===== config.mk =====
export PLATFORM = sky130hd
export DESIGN_NAME = axi_r_arbiter
export DESIGN_NICKNAME = d
export VERILOG_FILES = /design/src/rtl/OoO_pkg.sv /design/src/rtl/axi_r_arbiter_rr_arb2.sv /design/src/rtl/axi_r_arbiter.sv
export SDC_FILE = /design/constraint.sdc
export NUM_CORES = 1
export LEC_CHECK = 0
export BUFFER_PORTS_ARGS = -buffer_cell sky130_fd_sc_hd__buf_4
export CAP_MARGIN = 20
export CELL_PAD_IN_SITES_DETAIL_PLACEMENT = 0
export CELL_PAD_IN_SITES_GLOBAL_PLACEMENT = 1
export CORE_AREA = 2 2 109 111
export CTS_BUF_LIST = sky130_fd_sc_hd__clkbuf_2 sky130_fd_sc_hd__clkbuf_4 sky130_fd_sc_hd__clkbuf_8
export CTS_CLUSTER_SIZE = 24
export DETAILED_ROUTE_END_ITERATION = 6
export DIE_AREA = 0 0 111 113
export PLACE_DENSITY_LB_ADDON = 0.15
export SYNTH_ARGS = -nofsm -noshare
export SYNTH_HDL_FRONTEND = slang
export SYNTH_SLANG_ARGS = --single-unit
export TNS_END_PERCENT = 50

===== constraint.sdc =====
create_clock -name clock -period 4.9 [get_ports clock]
set_input_delay 0 -clock clock [delete_from_list [all_inputs] [get_ports clock]]
set_output_delay 0 -clock clock [all_outputs]
set_load 0.02 [all_outputs]

===== src/rtl/OoO_pkg.sv =====
// Shared core types: AXI read-channel structs and the read-port arbiter's
// state encoding and requester indices.
package OoO_pkg;

  localparam int unsigned AxiAddrW = 32;
  localparam int unsigned AxiDataW = 32;
  localparam int unsigned AxiIdW   = 4;

  // Requester-to-memory direction: AR request plus R ready.
  typedef struct packed {
    logic                arvalid;
    logic [AxiAddrW-1:0] araddr;
    logic [AxiIdW-1:0]   arid;
    logic [7:0]          arlen;
    logic [2:0]          arsize;
    logic [1:0]          arburst;
    logic                rready;
  } axi_r_m2s_t;

  // Memory-to-requester direction: AR ready plus R beat.
  typedef struct packed {
    logic                arready;
    logic                rvalid;
    logic [AxiDataW-1:0] rdata;
    logic [1:0]          rresp;
    logic                rlast;
    logic [AxiIdW-1:0]   rid;
  } axi_r_s2m_t;

  // AR payload held while the request waits for the memory side.
  typedef struct packed {
    logic [AxiAddrW-1:0] addr;
    logic [AxiIdW-1:0]   id;
    logic [7:0]          len;
    logic [2:0]          size;
    logic [1:0]          burst;
  } axi_ar_t;

  typedef enum logic [1:0] {
    IDLE,
    ADDR,
    DATA
  } arb_state_e;

  localparam logic ReqIfu = 1'b0;
  localparam logic ReqLsu = 1'b1;

  function automatic axi_ar_t ar_from_req(input axi_r_m2s_t m);
    axi_ar_t ar;
    ar.addr  = m.araddr;
    ar.id    = m.arid;
    ar.len   = m.arlen;
    ar.size  = m.arsize;
    ar.burst = m.arburst;
    return ar;
  endfunction

endpackage


===== src/rtl/axi_r_arbiter_rr_arb2.sv =====
// Two-way round-robin pick: a lone requester always wins, a tie goes to prio.
module rr_arb2 (
  input  logic [1:0] req,
  input  logic       prio,
  output logic [1:0] gnt,
  output logic       gnt_idx
);

  always_comb begin
    // NOTE: every output gets a default before any branch, so no path can
    // leave a value unassigned and infer a latch.
    gnt_idx = 1'b0;
    gnt     = 2'b00;
    case (req)
      2'b01:   gnt_idx = 1'b0;
      2'b10:   gnt_idx = 1'b1;
      2'b11:   gnt_idx = prio;
      default: gnt_idx = 1'b0;
    endcase
    if (req != 2'b00) begin
      gnt[gnt_idx] = 1'b1;
    end
  end

endmodule


===== src/rtl/axi_r_arbiter.sv =====
// Shares the single AXI read port between IFU (requester 0) and LSU (requester 1).
// One read in flight; an IFU flush sinks the rest of an IFU read at the memory side.
module axi_r_arbiter
  import OoO_pkg::*;
(
  input  logic       clock,
  input  logic       reset,
  input  logic       ifu_flush,
  input  axi_r_m2s_t ifu_r_m2s,
  output axi_r_s2m_t ifu_r_s2m,
  input  axi_r_m2s_t lsu_r_m2s,
  output axi_r_s2m_t lsu_r_s2m,
  output axi_r_m2s_t mem_r_m2s,
  input  axi_r_s2m_t mem_r_s2m,
  output logic       busy,
  output logic       owner
);

  arb_state_e state_q, state_d;
  logic       owner_q, owner_d;
  logic       prio_q, prio_d;
  logic       drop_q, drop_d;
  axi_ar_t    ar_q, ar_d;

  logic [1:0] arb_req;
  logic [1:0] arb_gnt;
  logic       arb_idx;

  logic       owner_is_ifu;
  logic       flush_owned;
  logic       drop_now;
  logic       owner_rready;
  logic       data_rready;
  logic       last_hs;
  axi_r_s2m_t owner_resp;

  assign arb_req = {lsu_r_m2s.arvalid, ifu_r_m2s.arvalid & ~ifu_flush};

  rr_arb2 u_rr_arb2 (
    .req     (arb_req),
    .prio    (prio_q),
    .gnt     (arb_gnt),
    .gnt_idx (arb_idx)
  );

  assign owner_is_ifu = (owner_q == ReqIfu);
  assign flush_owned  = ifu_flush & owner_is_ifu;
  // A flush arriving in the same cycle as a beat already hides that beat.
  assign drop_now     = drop_q | flush_owned;
  assign owner_rready = owner_is_ifu ? ifu_r_m2s.rready : lsu_r_m2s.rready;
  assign data_rready  = drop_now | owner_rready;
  assign last_hs      = (state_q == DATA) & mem_r_s2m.rvalid & data_rready
                        & mem_r_s2m.rlast;

  always_comb begin
    owner_resp         = mem_r_s2m;
    owner_resp.arready = 1'b0;
    owner_resp.rvalid  = mem_r_s2m.rvalid & ~drop_now;
  end

  always_comb begin
    state_d = state_q;
    owner_d = owner_q;
    prio_d  = prio_q;
    drop_d  = drop_q;
    ar_d    = ar_q;

    ifu_r_s2m = '0;
    lsu_r_s2m = '0;

    mem_r_m2s         = '0;
    mem_r_m2s.araddr  = ar_q.addr;
    mem_r_m2s.arid    = ar_q.id;
    mem_r_m2s.arlen   = ar_q.len;
    mem_r_m2s.arsize  = ar_q.size;
    mem_r_m2s.arburst = ar_q.burst;

    case (state_q)
      IDLE: begin
        ifu_r_s2m.arready = arb_gnt[0];
        lsu_r_s2m.arready = arb_gnt[1];
        if (arb_gnt != 2'b00) begin
          state_d = ADDR;
          owner_d = arb_idx;
          ar_d    = (arb_idx == ReqLsu) ? ar_from_req(lsu_r_m2s)
                                        : ar_from_req(ifu_r_m2s);
        end
      end

      ADDR: begin
        mem_r_m2s.arvalid = 1'b1;
        if (flush_owned) begin
          drop_d = 1'b1;
        end
        if (mem_r_s2m.arready) begin
          state_d = DATA;
        end
      end

      DATA: begin
        mem_r_m2s.rready = data_rready;
        if (owner_is_ifu) begin
          ifu_r_s2m = owner_resp;
        end else begin
          lsu_r_s2m = owner_resp;
        end
        if (flush_owned) begin
          drop_d = 1'b1;
        end
        if (last_hs) begin
          state_d = IDLE;
          prio_d  = ~owner_q;
          drop_d  = 1'b0;
        end
      end

      default: state_d = IDLE;
    endcase
  end

  // NOTE: sequential state uses non-blocking assignments so every register
  // samples the pre-edge values regardless of statement order.
  always_ff @(posedge clock) begin
    if (reset) begin
      state_q <= IDLE;
      owner_q <= ReqIfu;
      prio_q  <= ReqIfu;
      drop_q  <= 1'b0;
    end else begin
      state_q <= state_d;
      owner_q <= owner_d;
      prio_q  <= prio_d;
      drop_q  <= drop_d;
    end
  end

  // NOTE: ar_q is a data register with no reset: it is only observed in ADDR,
  // and it is always loaded on the IDLE->ADDR transition.
  always_ff @(posedge clock) begin
    ar_q <= ar_d;
  end

  assign busy  = (state_q != IDLE);
  assign owner = owner_q;

endmodule


==> impl_metrics.toml <==
[placed_design]
placedCellCount = 649
dpl_worst_slack_ns = 2.80
port-buffer-count = 280
gp_congestion = 0.861
dp_hpwl_um = 8630
dpl_cell_area_um2 = 5210

[outcome]
run_status = "complete, no violations"

[grt]
antenna_found_initial = 0
grt_pass1_wl_um = 17400
grt_max_degree = 83
grt_pass1_vias = 3278
track_usage = 0.176
grt_overflow_total = 0

[floorplanning]
core_area_um2 = 11300
ios = 281
start_util = 0.271
rows = 39
die-area_um2 = 12500
die_w_um = 111
die_h_um = 113

[yosys]
yosysSeqAreaShare = 0.514
synth_most_common_cell = "and3_1"
synth_common_cells = "and3_1 (78), edfxtp_1 (49), mux2_2 (49)"
ys.flop_type = "edfxtp_1"
synth_cell_types = 29
yosys_warnings = 0
synth_top_area_frac = 0.482
syn_nets = 398
netlist_instances = 248
async_flop_share = 0
ys_ff_latch = 54
syn-cell-area_um2 = 3060
yosys.area.top_type = "edfxtp_1"
synth.avg_cell_area_um2 = 12.3
yosys-top-cells-area = "edfxtp_1 (48%), mux2_2 (18%), and3_1 (16%), dfxtp_1 (3.3%), buf_6 (2.2%)"
synth_edf_count = 49

[detailed_routing]
routedWlPerCell_um = 16.1
drc = 0
drtIter0Drc = 134
dr_total_vias = 3328
firstDrtPassIters = 4
via_per_inst = 4.44
totalWireLength_um = 12000
ant_nets = 0

[pwr]
vdd_ir_drop_max_mv = 0.191
total_power_mw = 2.01
p_leak_nw = 3.15
p_per_area_nw_per_um2 = 323

[sta]
slew_violations = 0
fmax_mhz = 360
finalCritPeriodShare = 0.567
worstMarginPinSlew_ns = 1.13
fin_ws_ns = 2.12
rsz0062_at_grt = "false"
setup_tns_ns = 0
skew_ns = 0.00857
fin_crit_ns = 2.78
hold_viol_final = 0
fin_hold_ws_ns = 0.0127
setup_viol = 0
slew_headroom = 0.250

[finish]
multi_input_area_um2 = 1320
final_cell_area_um2 = 6220
drive_gt1_frac = 0.571
n_fill_cell = 1010
area_growth_pct = 104
nets = 755
antenna_cells = 0
final_core_util = 0.552
fin_cells = 749
seq_area_um2 = 1570

[critical_path]
path_class = "in -> reg"
cp_slowest_cell = "dlygate4sd3_1"
crit_path_start_kind = "primary input"
crit_path_cell_trace = "dlygate4sd3_1, buf_4, nand2b_4, o21ai_4, buf_4, mux2_2, dlygate4sd3_1"
required_ns = 4.96
r2r_cells = 4
critPathMaxFanout = 32
cp-end-kind = "flip-flop"
cpPeakStageDelay_ns = 0.57
worst_ep_arrival_time_ns = 2.84

[worst_hold_path]
hp-class = "in -> reg"
hold_depth = 2

[cts]
numClockSinks = 54
clk_pin_slew_ns = 0.10
cts_tree = "yes"
clock_latency_ns = 0.31
cts_buffer_depth = 2
post_cts_buffers = 0
htree_num_levels = 2
numCtsBuffers = 5
clock-root-buffer = "clkbuf_8"

[run]
cap_viol_max_count = 0
-- cell type report --
type | count | area share
flip-flops and latches | 54 | 0.252
repair buffers | 374 | 0.488
inverters | 7 | 0.00422
multi-input cells | 163 | 0.212
clock inverters | 2 | 0.00221
clock buffers | 6 | 0.0123
well taps | 143 | 0.0287
-- critical path, delay by kind of cell --
kind | cells | cell delay (ns)
AND/OR/NAND/NOR | 1 | 0.14
AO/OA/AOI/OAI | 1 | 0.54
multiplexers | 1 | 0.39
buffers and inverters | 4 | 1.75
-- path summary, 6_finish.rpt --
kind / from / to / slack, ns
worst min-delay path: lsu_r_m2s[15] / mem_r_m2s[15]$_DFFE_PP_ / 0.01
worst max-delay path: ifu_flush / mem_r_m2s[29]$_DFFE_PP_ / 2.12
worst max register to register: prio_q$_SDFFE_PP0P_ / mem_r_m2s[29]$_DFFE_PP_ / 2.26
worst min register to register: state_q[0]$_SDFFE_PP0P_ / state_q[0]$_SDFFE_PP0P_ / 0.50
-- placed cells by master (no fill, tap or decap), drive strengths merged, types with 2 or more instances in the layout --
| cell type | count |
|---|---|
| nand2 | 2 |
| mux2 | 49 |
| inv | 7 |
| dfxtp | 5 |
| nor2 | 5 |
| o21ai | 2 |
| and3 | 78 |
| mux2i | 2 |
| ha | 4 |
| clkbuf | 6 |
| a31oi | 4 |
| clkinv | 2 |
| edfxtp | 49 |
| nand2b | 6 |
| nor2b | 2 |
| dlygate4sd3 | 92 |
| buf | 282 |
-- per-layer routing --
layer | share of wire | track usage
met5 | 0 | 0
met4 | 0.023 | 0.0542
met3 | 0.066 | 0.0391
met2 | 0.54 | 0.337
met1 | 0.37 | 0.194
-- registers in the layout, summed over array words and instances, names as in the netlist --
name,count
drop_q,1
owner,1
prio_q,1
mem_r_m2s,49
state_q,2
-- timing repair --
| item | 4_1_cts | 5_1_grt |
|---|---|---|
| resized for setup | 0 | 0 |
| hold endpoints to repair | 51 | 3 |
| hold buffers | 89 | 3 |
-- logic make-up (layout without fill, tap and decap cells) --
logic type               after synthesis  in the layout  synth area share
AO/OA/AOI/OAI                         12             12            0.0328
adder cells (fa/ha/maj)                4              4            0.0164
buffers and inverters                 31            389            0.0545
flip-flops                            54             54             0.514
multiplexers                          51             51             0.187
AND/OR/NAND/NOR                       96             96             0.195
-- report_power, final --
part           internal [mW]  leakage [nW]  switching (mW)  total [mW]
Clock                  0.107        0.0486           0.146       0.253
Sequential             0.678         0.515          0.0405       0.718
Combinational          0.460          2.58           0.579        1.04
No activity file was read; power rests on OpenSTA's default activity.
